### src/rtl/mem_ctrl.sv
// Byte-serial RAM controller for instruction fetch and data load/store.
// Moves 1, 2 or 4 bytes per access over an 8-bit synchronous RAM port and holds the pipeline.
module mem_ctrl #(
  parameter int ADDR_W = 17
) (
  input  logic              clk,
  input  logic              rst_n,
  input  logic              if_req_i,
  input  logic [31:0]       if_addr_i,
  output logic [31:0]       if_data_o,
  output logic              if_done_o,
  input  logic              mem_req_i,
  input  logic              mem_we_i,
  input  logic [1:0]        mem_size_i,
  input  logic [31:0]       mem_addr_i,
  input  logic [31:0]       mem_wdata_i,
  output logic [31:0]       mem_rdata_o,
  output logic              mem_done_o,
  input  logic [7:0]        ram_din_i,
  output logic [7:0]        ram_dout_o,
  output logic [ADDR_W-1:0] ram_a_o,
  output logic              ram_wr_o,
  output logic [4:0]        stall_signal_o
);

  typedef enum logic [2:0] {
    IDLE   = 3'd0,
    IF_RD  = 3'd1,
    MEM_RD = 3'd2,
    MEM_WR = 3'd3,
    DONE   = 3'd4
  } state_e;

  state_e            state_q, state_d;
  logic [2:0]        cnt_q, cnt_d;
  logic [2:0]        len_q, len_d;
  logic [ADDR_W-1:0] base_q, base_d;
  logic [ADDR_W-1:0] ram_a_q, ram_a_d;
  logic [7:0]        ram_dout_q, ram_dout_d;
  logic              ram_wr_q, ram_wr_d;
  logic [31:0]       wbuf_q, wbuf_d;
  logic [31:0]       rbuf_q, rbuf_d;
  logic [31:0]       if_data_q, if_data_d;
  logic [31:0]       mem_rdata_q, mem_rdata_d;
  logic              if_done_q, if_done_d;
  logic              mem_done_q, mem_done_d;

  logic [ADDR_W-1:0] next_a_s;
  logic [2:0]        cap_idx_s;
  logic [2:0]        cnt_inc_s;
  logic [31:0]       rd_word_s;

  function automatic logic [2:0] size_len(input logic [1:0] size);
    logic [2:0] len;
    case (size)
      2'd0:    len = 3'd1;
      2'd1:    len = 3'd2;
      default: len = 3'd4;
    endcase
    return len;
  endfunction

  function automatic logic [7:0] byte_sel(input logic [31:0] word, input logic [2:0] idx);
    return word[{idx[1:0], 3'b000} +: 8];
  endfunction

  // Next-state and next-output computation for the access sequencer
  always_comb begin
    state_d     = state_q;
    cnt_d       = cnt_q;
    len_d       = len_q;
    base_d      = base_q;
    ram_a_d     = ram_a_q;
    ram_dout_d  = ram_dout_q;
    ram_wr_d    = 1'b0;
    wbuf_d      = wbuf_q;
    rbuf_d      = rbuf_q;
    if_data_d   = if_data_q;
    mem_rdata_d = mem_rdata_q;
    if_done_d   = 1'b0;
    mem_done_d  = 1'b0;

    cnt_inc_s = cnt_q + 3'd1;
    cap_idx_s = cnt_q - 3'd1;
    next_a_s  = base_q + ADDR_W'(cnt_inc_s);
    // Byte captured at the end of cycle k lands in lane k-1; lanes beyond N stay zero
    rd_word_s = rbuf_q;
    rd_word_s[{cap_idx_s[1:0], 3'b000} +: 8] = ram_din_i;

    case (state_q)
      IDLE: begin
        if (mem_req_i) begin
          len_d   = size_len(mem_size_i);
          base_d  = mem_addr_i[ADDR_W-1:0];
          ram_a_d = mem_addr_i[ADDR_W-1:0];
          cnt_d   = 3'd0;
          rbuf_d  = 32'h0000_0000;
          wbuf_d  = mem_wdata_i;
          if (mem_we_i) begin
            state_d    = MEM_WR;
            ram_wr_d   = 1'b1;
            ram_dout_d = mem_wdata_i[7:0];
          end else begin
            state_d    = MEM_RD;
          end
        end else if (if_req_i) begin
          state_d = IF_RD;
          len_d   = 3'd4;
          base_d  = if_addr_i[ADDR_W-1:0];
          ram_a_d = if_addr_i[ADDR_W-1:0];
          cnt_d   = 3'd0;
          rbuf_d  = 32'h0000_0000;
        end else begin
          state_d = IDLE;
        end
      end
      IF_RD, MEM_RD: begin
        cnt_d = cnt_inc_s;
        if (cnt_q != 3'd0) begin
          rbuf_d = rd_word_s;
        end else begin
          rbuf_d = rbuf_q;
        end
        if (cnt_inc_s < len_q) begin
          ram_a_d = next_a_s;
        end else begin
          ram_a_d = ram_a_q;
        end
        if (cnt_q == len_q) begin
          state_d = DONE;
          cnt_d   = 3'd0;
          if (state_q == IF_RD) begin
            if_data_d = rd_word_s;
            if_done_d = 1'b1;
          end else begin
            mem_rdata_d = rd_word_s;
            mem_done_d  = 1'b1;
          end
        end else begin
          state_d = state_q;
        end
      end
      MEM_WR: begin
        if (cnt_inc_s < len_q) begin
          cnt_d      = cnt_inc_s;
          ram_a_d    = next_a_s;
          ram_dout_d = byte_sel(wbuf_q, cnt_inc_s);
          ram_wr_d   = 1'b1;
        end else begin
          state_d    = DONE;
          cnt_d      = 3'd0;
          mem_done_d = 1'b1;
        end
      end
      DONE: begin
        state_d = IDLE;
      end
      default: begin
        state_d = IDLE;
        cnt_d   = 3'd0;
      end
    endcase
  end

  // State and registered outputs; reset clears RAM strobes immediately
  always_ff @(posedge clk or negedge rst_n) begin
    if (!rst_n) begin
      state_q     <= IDLE;
      cnt_q       <= 3'd0;
      len_q       <= 3'd0;
      base_q      <= '0;
      ram_a_q     <= '0;
      ram_dout_q  <= 8'h00;
      ram_wr_q    <= 1'b0;
      wbuf_q      <= 32'h0000_0000;
      rbuf_q      <= 32'h0000_0000;
      if_data_q   <= 32'h0000_0000;
      mem_rdata_q <= 32'h0000_0000;
      if_done_q   <= 1'b0;
      mem_done_q  <= 1'b0;
    end else begin
      state_q     <= state_d;
      cnt_q       <= cnt_d;
      len_q       <= len_d;
      base_q      <= base_d;
      ram_a_q     <= ram_a_d;
      ram_dout_q  <= ram_dout_d;
      ram_wr_q    <= ram_wr_d;
      wbuf_q      <= wbuf_d;
      rbuf_q      <= rbuf_d;
      if_data_q   <= if_data_d;
      mem_rdata_q <= mem_rdata_d;
      if_done_q   <= if_done_d;
      mem_done_q  <= mem_done_d;
    end
  end

  // Pipeline hold: a data access freezes every stage, a fetch only PC and IF/ID
  always_comb begin
    if (mem_req_i && !mem_done_q) begin
      stall_signal_o = 5'b11111;
    end else if (if_req_i && !if_done_q) begin
      stall_signal_o = 5'b00011;
    end else begin
      stall_signal_o = 5'b00000;
    end
  end

  assign if_data_o   = if_data_q;
  assign if_done_o   = if_done_q;
  assign mem_rdata_o = mem_rdata_q;
  assign mem_done_o  = mem_done_q;
  assign ram_dout_o  = ram_dout_q;
  assign ram_a_o     = ram_a_q;
  assign ram_wr_o    = ram_wr_q;

endmodule

### config.mk
export PLATFORM = sky130hd
export DESIGN_NAME = mem_ctrl
export DESIGN_NICKNAME = d
export VERILOG_FILES = /design/src/rtl/mem_ctrl.sv
export SDC_FILE = /design/constraint.sdc
export NUM_CORES = 1
export LEC_CHECK = 0
export ABC_AREA = 1
export CORE_MARGIN = 8
export CORE_UTILIZATION = 45
export CTS_CLUSTER_DIAMETER = 200
export DETAILED_ROUTE_END_ITERATION = 6
export HOLD_SLACK_MARGIN = 0.08
export PLACE_DENSITY_LB_ADDON = 0.25
export SLEW_MARGIN = 10
export SYNTH_ARGS = -nofsm -noshare
export SYNTH_HDL_FRONTEND = slang
export SYNTH_SLANG_ARGS = --single-unit
### constraint.sdc
create_clock -name clk -period 4.3 [get_ports clk]
set_input_delay 0.645 -clock clk [delete_from_list [all_inputs] [get_ports clk]]
set_output_delay 0.645 -clock clk [all_outputs]
set_load 0.05 [all_outputs]
Word-level counts from Yosys, hierarchy flattened:

Cells that the tools add are included.
Widths: inputs -> output; s select.

* bits in registers: 182
* input bits: 111
* output and inout bits: 97
* word-level logic and storage cells: 99

* add/subtract/negate cells: 4
* $lt $le $gt $ge: 1
* equality and inequality tests: 14
* shift operators: 3
* muxes and demuxes: 40
* bitwise operators: 2
* reductions and logical operators: 22

Operators with widths (count)
* $mux 32: 3
* $pmux 32 s2: 1
* $mux 17: 3
* $pmux 17 s2: 1
* $bwmux 32: 1
* $shift 8x7->32 const A: 1
* $shiftx 32x6->8: 1
* $shiftx 8x7->32: 1
* $mux 3: 9
* $mux 8: 3
* $add 17x3->17: 1
* $pmux 8 s2: 1
* $ne 2x2->1 const B: 6
* $pmux 3 s4: 1
* $reduce_and 3->1: 4
* $mux 1: 11
* $pmux 3 s3: 1
* $reduce_and 2->1: 4
* $reduce_bool 2->1: 4
* $neg 5->7: 1
* $eq 3x2->1 const B: 2
* $pmux 3 s2: 1
* $mux 5: 1
* $pmux 1 s2: 2
* other kinds (19): 22

Depth between registers and ports, before layout:

Gate-level depths: netlist of run 1.

* word-level depth: 6
* depth in mapped cells: 16
* mapped depth without buffers: 14

Worst setup path after synthesis of run 1:

OpenSTA, ideal clock, no wires.

* kind: input -> output
* start point: in mem_req_i
* end point: out stall_signal_o[1]
* arrival time: 2.311 ns
* required time: 3.655 ns
* path slack: 1.344 ns
* cell stages on the path: 6
* buffers on the path: 4
* cell sequence: buf_4 -> inv_1 -> buf_2 -> buf_2 -> o22ai_1 -> buf_4

* longest elaborated chain between the ends: 2

Ends and longest elaborated chain
* start, declared: RTL line 12 `input logic mem_req_i,`
* $logic_and 1x1->1: RTL line 200 `if (mem_req_i && !mem_done_q) begin`
* $mux 5: RTL line 200
* end, declared: RTL line 23 `output logic [4:0] stall_signal_o`

Every way passes these cells.

Worst setup path after layout of run 1:

* start point: reg cnt_q[0]
* end point: reg ram_a_q[3] (netlist: ram_a_o[3])

* longest elaborated chain between the ends: 4
* elaborated cells on any way between the ends: 7
* those cells by class: add/sub (2); order compare (1); eq/ne (1); mux (2); reduce/logical (1)

Ends and longest elaborated chain
* start, declared: RTL line 35 `logic [2:0] cnt_q, cnt_d;`
* start signal, assigned: RTL line 183 `cnt_q <= cnt_d;`
* $add 3x1->3 *: RTL line 83 `cnt_inc_s = cnt_q + 3'd1;`
* $add 17x3->17 or $lt 3x3->1 (tied branches): RTL line 85, 124, 144
* $mux 17 or $ne 2x1->1 (tied branches)
* $pmux 17 s2 or $reduce_and 3->1 (tied branches)
* end signal, assigned: RTL line 186 `ram_a_q <= ram_a_d;`
* end, declared: RTL line 38 `logic [ADDR_W-1:0] ram_a_q, ram_a_d;`

Every way passes the cells marked *; elsewhere a longest branch is shown, timed or not. The select of a mux whose other input is x is not followed.
A chain may end at the register's enable or synchronous reset.

==> results of run 1 <==
-- registers in the layout, summed over array words and instances (netlist names), 3 cells and up --
| signal | flops |
|---|---|
| if_data_o | 32 |
| mem_rdata_o | 32 |
| rbuf_q | 32 |
| wbuf_q | 32 |
| base_q | 17 |
| ram_a_o | 17 |
| ram_dout_o | 8 |
| cnt_q | 3 |
| len_q | 3 |
| state_q | 3 |
-- critical path: cells and delay by family (launching register included) --
family,cells,cell delay [ps]
xor+xnor,1,320
simple gates,4,940
fa+ha+maj,2,580
buf+inv,1,280
flops,1,760
compound gates,2,380
-- cell usage after synthesis, drive strengths merged --
library cell / n / area (µm²)
a21oi: 6 / 41.3
and2: 1 / 6.26
nand3b: 1 / 7.51
ha: 13 / 163
o21ai: 103 / 516
o211ai: 5 / 37.5
fa: 1 / 20.0
xor2: 2 / 17.5
o21a: 8 / 60.1
clkinv: 3 / 12.5
buf: 27 / 185
a22oi: 1 / 7.51
clkbuf: 32 / 120
dfrtp: 182 / 4550
nand3: 93 / 500
nand4: 15 / 93.8
mux2i: 2 / 20.0
nor3: 1 / 10.0
xnor2: 2 / 17.5
nor2: 37 / 161
inv: 85 / 324
or2: 3 / 18.8
a31oi: 2 / 12.5
o31ai: 1 / 7.51
o22ai: 33 / 206
nand2: 474 / 1800
-- per-stage QoR --
step | power (W) | util | worst slack [ps] | hold slack, ps
final | 0.00967 | 0.585 | 915 | 340
after detailed placement | 0.00820 | 0.556 | 883 | 459
after CTS | 0.00971 | 0.585 | 913 | 418
after global routing | 0.0103 | 0.585 | 639 | 447
after global placement | 0.00812 | 0.556 | 877 | 453
after floorplan | 0.00653 | - | 1340 | 349
-- final cells by class --
cell class | count | area, µm²
timing repair buffer | 189 | 1870
fill | 1787 | 8080
tap | 265 | 332
sequential | 182 | 4550
clock buffer | 17 | 425
inverter | 88 | 337
clock inverter | 15 | 136
multi-input combinational | 804 | 3730
-- power by group --
group / switching (W) / total, W / internal, W
Combinational: 0.00370 / 0.00526 / 0.00156
Clock: 0.000732 / 0.00150 / 0.000765
Sequential: 0.000478 / 0.00291 / 0.00243
Total: 0.00491 / 0.00967 / 0.00476
-- cells by family (layout without fill, tap and decap cells) --
family / count (synthesis) / in the layout / share of synthesized area
and+or+nand+nor: 625 / 625 / 0.291
DFF: 182 / 182 / 0.511
AOI/OAI and AO/OA: 159 / 159 / 0.0996
buffers and inverters: 147 / 309 / 0.0720
adders and majority gates: 14 / 14 / 0.0205
xor gates and xnor gates: 4 / 4 / 0.00393
muxes: 2 / 2 / 0.00225
-- worst max path at each step --
stage	from	slack [ps]	to
final	cnt_q[0]	920	ram_a_o[3]
after global routing	cnt_q[0]	640	ram_a_o[3]
after CTS	cnt_q[0]	910	ram_a_o[3]
after detailed placement	mem_req_i	880	rbuf_q[7]
after global placement	mem_req_i	880	rbuf_q[13]
after floorplan	mem_req_i	1340	stall_signal_o[1]
-- routing by layer --
metal / routed length (µm) / vias to the layer above / GRT usage
met5: 0 / - / 0
li1: - / 3938 / -
met3: 1770 / 37 / 0.0444
met4: 438 / 0 / 0.0709
met1: 11700 / 3767 / 0.288
met2: 11400 / 289 / 0.323
==> flow_metrics.py, run 1 <==
metrics = {
    "clock_network": {
        "cts_setup_buffers": 0,
        "clock_latency_ps": 440,
        "clock-root-buffer": "clkbuf_16",
        "cts_resized": 0,
        "clk_pin_slew_worst_paths_ps": 70,
        "cts_tree": "done",
        "h-tree-depth": 4,
        "cts_buffers": 17,
        "clockBufferDepth": 2,
        "cts_hold_buffers": 0,
        "clock-sinks": 182,
    },
    "layout": {
        "n_antenna_cell": 0,
        "final_common_cell": "nand2_1",
        "drive_gt1_frac": 0.0571,
        "nNetsFinal": 1407,
        "mostFrequentLayoutCells": "nand2_1 (471), dfrtp_1 (182), clkdlybuf4s50_1 (175), o21ai_0 (91), nand3_1 (89)",
        "final_area_um2": 11400,
        "stdcell_count": 1560,
        "synthToLayoutAreaGrowth_pct": 27.7,
    },
    "timing": {
        "min_period_ps": 3380,
        "fmax_mhz": 295,
        "fin_setup_tns_ps": 0,
        "slew_headroom": 0.267,
        "finalSetupViolCount": 0,
        "fin_skew_ps": 14.2,
        "finalHoldViolCount": 0,
        "slew_viol_final": 0,
        "worst_slew_pin_slew_ps": 1100,
        "grt_setup_unrepaired": "no",
        "period_share": 0.787,
    },
    "run": {
        "drv_cap": 0,
    },
    "placement": {
        "hpwl_um": 17700,
        "post-place-cells": 1528,
        "numPortBuffers": 177,
        "gp_congestion": 0.873,
        "place_area_um2": 10800,
    },
    "global_routing": {
        "grt_start_max_net_pins": 115,
        "overflow": 0,
        "grt_pass1_wl_um": 41100,
        "grt_usage": 0.209,
        "grt_pass1_vias": 7934,
        "antenna_found_initial": 0,
    },
    "detailed_routing": {
        "viasPerCell": 5.15,
        "wirelength_um": 25300,
        "drtIter0Drc": 745,
        "first_pass_iters": 5,
        "drc": 0,
        "ant_nets": 0,
        "vias": 8031,
        "routedWlPerCell_um": 16.2,
    },
    "logic_synthesis": {
        "ys.warnings.count": 0,
        "ys_types": 40,
        "postSynthCellCount": 1133,
        "avgSynthCellArea_um2": 7.87,
        "synth_area_um2": 8920,
        "syn_nets": 1258,
        "seq_area_frac_synth": 0.511,
        "ys_seq_elements": 182,
    },
    "setup_path": {
        "arrival_ps": 3700,
        "path_max_fanout": 17,
        "path_cells": "ha_1, xor2_1, ha_1, a21oi_1, nand3_2, nand2_1, buf_4, o21ai_1, nor2_1, nor2_1",
        "startpoint_type": "register",
        "end_kind": "register",
        "reg2reg_from": "cnt_q[0]",
        "required_ps": 4620,
        "r2r.worst_path.cells": 10,
        "rrSetupSlack_ps": 920,
        "slowest_delay_ps": 760,
        "slowest_stage": "dfrtp_1",
        "rr_endpoint": "ram_a_o[3]",
        "worstSetupPathType": "register to register",
    },
    "die": {
        "initial_core_util": 0.458,
        "dieHeight_um": 157,
        "io_pins": 208,
        "placementRows": 51,
        "core_area_um2": 19500,
        "die_x_um": 157,
        "die_area_um2": 24600,
    },
    "outcome": {
        "outcome": "completed",
    },
    "pwr": {
        "leakage_nw": 5.37,
        "vdd_drop_max_v": 0.000434,
        "power.density_nw_per_um2": 849,
    },
    "min_path": {
        "hp-class": "input port to async pin",
    },
}
Power figures use the tool's default switching activity.
==> run 2: changes to the inputs <==
==> constraint.sdc (replaced) <==
create_clock -name clk -period 3 [get_ports clk]
set_input_delay 0.45 -clock clk [delete_from_list [all_inputs] [get_ports clk]]
set_output_delay 0.45 -clock clk [all_outputs]
set_load 0.05 [all_outputs]
==> flow_metrics.py, run 2 (synthesized netlist as in run 1, its figures left out) <==
metrics = {
    "timing": {
        "grt_setup_unrepaired": "no",
        "fin_skew_ps": 9.67,
        "period_share": 0.866,
        "min_period_ps": 2600,
        "worst_slew_pin_slew_ps": 709,
        "hold_ws_ps": 471,
        "finalHoldViolCount": 0,
        "finalSetupViolCount": 0,
        "fin_setup_tns_ps": 0,
        "slew_headroom": 0.527,
        "fmax_mhz": 385,
        "slew_viol_final": 0,
    },
    "placement": {
        "post-place-cells": 1543,
        "hpwl_um": 18200,
        "gp_congestion": 0.893,
        "place_area_um2": 11000,
        "numPortBuffers": 177,
    },
    "detailed_routing": {
        "drtIter0Drc": 574,
        "routedWlPerCell_um": 16.2,
        "viasPerCell": 5.12,
        "ant_nets": 0,
        "drc": 0,
        "wirelength_um": 25400,
        "vias": 8068,
        "first_pass_iters": 5,
    },
    "clock_network": {
        "h-tree-depth": 4,
        "clockBufferDepth": 2,
        "cts_resized": 0,
        "cts_tree": "done",
        "clock_latency_ps": 430,
        "clock-root-buffer": "clkbuf_16",
        "cts_hold_buffers": 1,
        "clock-sinks": 182,
        "clk_pin_slew_worst_paths_ps": 70,
        "cts_setup_buffers": 0,
        "cts_buffers": 17,
    },
    "min_path": {
        "holdPathStages": 2,
        "hp-class": "register to register",
    },
    "layout": {
        "ff_latch_area_um2": 4550,
        "final_common_cell": "nand2_1",
        "synthToLayoutAreaGrowth_pct": 29.6,
        "multi_input_area_um2": 3730,
        "drive_gt1_frac": 0.0679,
        "fin_util": 0.594,
        "n_antenna_cell": 0,
        "fillCellCount": 1767,
        "nNetsFinal": 1423,
        "mostFrequentLayoutCells": "nand2_1 (471), dfrtp_1 (182), clkdlybuf4s50_1 (171), o21ai_0 (91), nand3_1 (89)",
        "stdcell_count": 1575,
        "final_area_um2": 11600,
    },
    "global_routing": {
        "overflow": 0,
        "grt_pass1_wl_um": 41200,
        "antenna_found_initial": 0,
        "grt_pass1_vias": 7854,
        "grt_start_max_net_pins": 72,
        "grt_usage": 0.211,
    },
    "die": {
        "die_area_um2": 24600,
        "core_area_um2": 19500,
        "placementRows": 51,
        "initial_core_util": 0.458,
        "io_pins": 208,
        "die_x_um": 157,
        "dieHeight_um": 157,
    },
    "setup_path": {
        "r2r.worst_path.cells": 11,
        "startpoint_type": "register",
        "worstSetupPathType": "register to register",
        "end_kind": "register",
        "arrival_ps": 2920,
        "required_ps": 3320,
        "path_max_fanout": 22,
    },
    "run": {
        "drv_cap": 0,
    },
    "pwr": {
        "leakage_nw": 5.48,
        "power.density_nw_per_um2": 1210,
        "vdd_drop_max_v": 0.000651,
    },
    "outcome": {
        "outcome": "completed",
    },
}
[run 2: cell type report]
cell class                 count  area share
clock buffer                  21      0.0390
clock inverter                10     0.00866
inverter                      88      0.0291
multi-input combinational    804       0.322
sequential                   182       0.394
tap                          265      0.0287
timing repair buffer         205       0.178
[run 2: per-stage QoR]
step / power, W / setup slack [ps]
after detailed placement: 0.0119 / 421
final: 0.0140 / 401
after CTS: 0.0141 / 395
after floorplan: 0.00936 / 296
after global routing: 0.0149 / 134
after global placement: 0.0118 / 508
[run 2: final timing paths]
kind,startpoint,endpoint,slack (ps)
worst max-delay path,cnt_q[1],ram_a_o[3],400
worst min-delay path,wbuf_q[21],wbuf_q[21],470
worst max register to register,cnt_q[1],ram_a_o[3],400
worst min register to register,wbuf_q[21],wbuf_q[21],470
max in group asynchronous,rst_n,wbuf_q[16],1660
min in group asynchronous,rst_n,ram_a_o[9],590
[run 2: report_power, final]
part           total [W]  leakage [nW]  internal [W]  switching [W]
clock network    0.00213         0.261       0.00117       0.000960
registers        0.00415          2.29       0.00349       0.000656
logic            0.00776          2.92       0.00239        0.00537
[run 2: worst max-delay path, cell delays in order (launching register included)]
cell	delay, ps
dfrtp_1	430
ha_1	210
xor2_1	300
ha_1	310
a21oi_1	320
nand3_2	110
buf_4	200
nand2_1	70
buf_4	260
o21ai_1	110
nor2_1	120
nor2_1	50
[run 2: routing by layer]
layer | track usage | vias to the layer above | part of all wire
li1 | - | 3967 | -
met5 | 0 | - | 0
met4 | 0.0476 | 0 | 0.013
met3 | 0.0502 | 25 | 0.071
met2 | 0.334 | 277 | 0.46
met1 | 0.289 | 3799 | 0.46
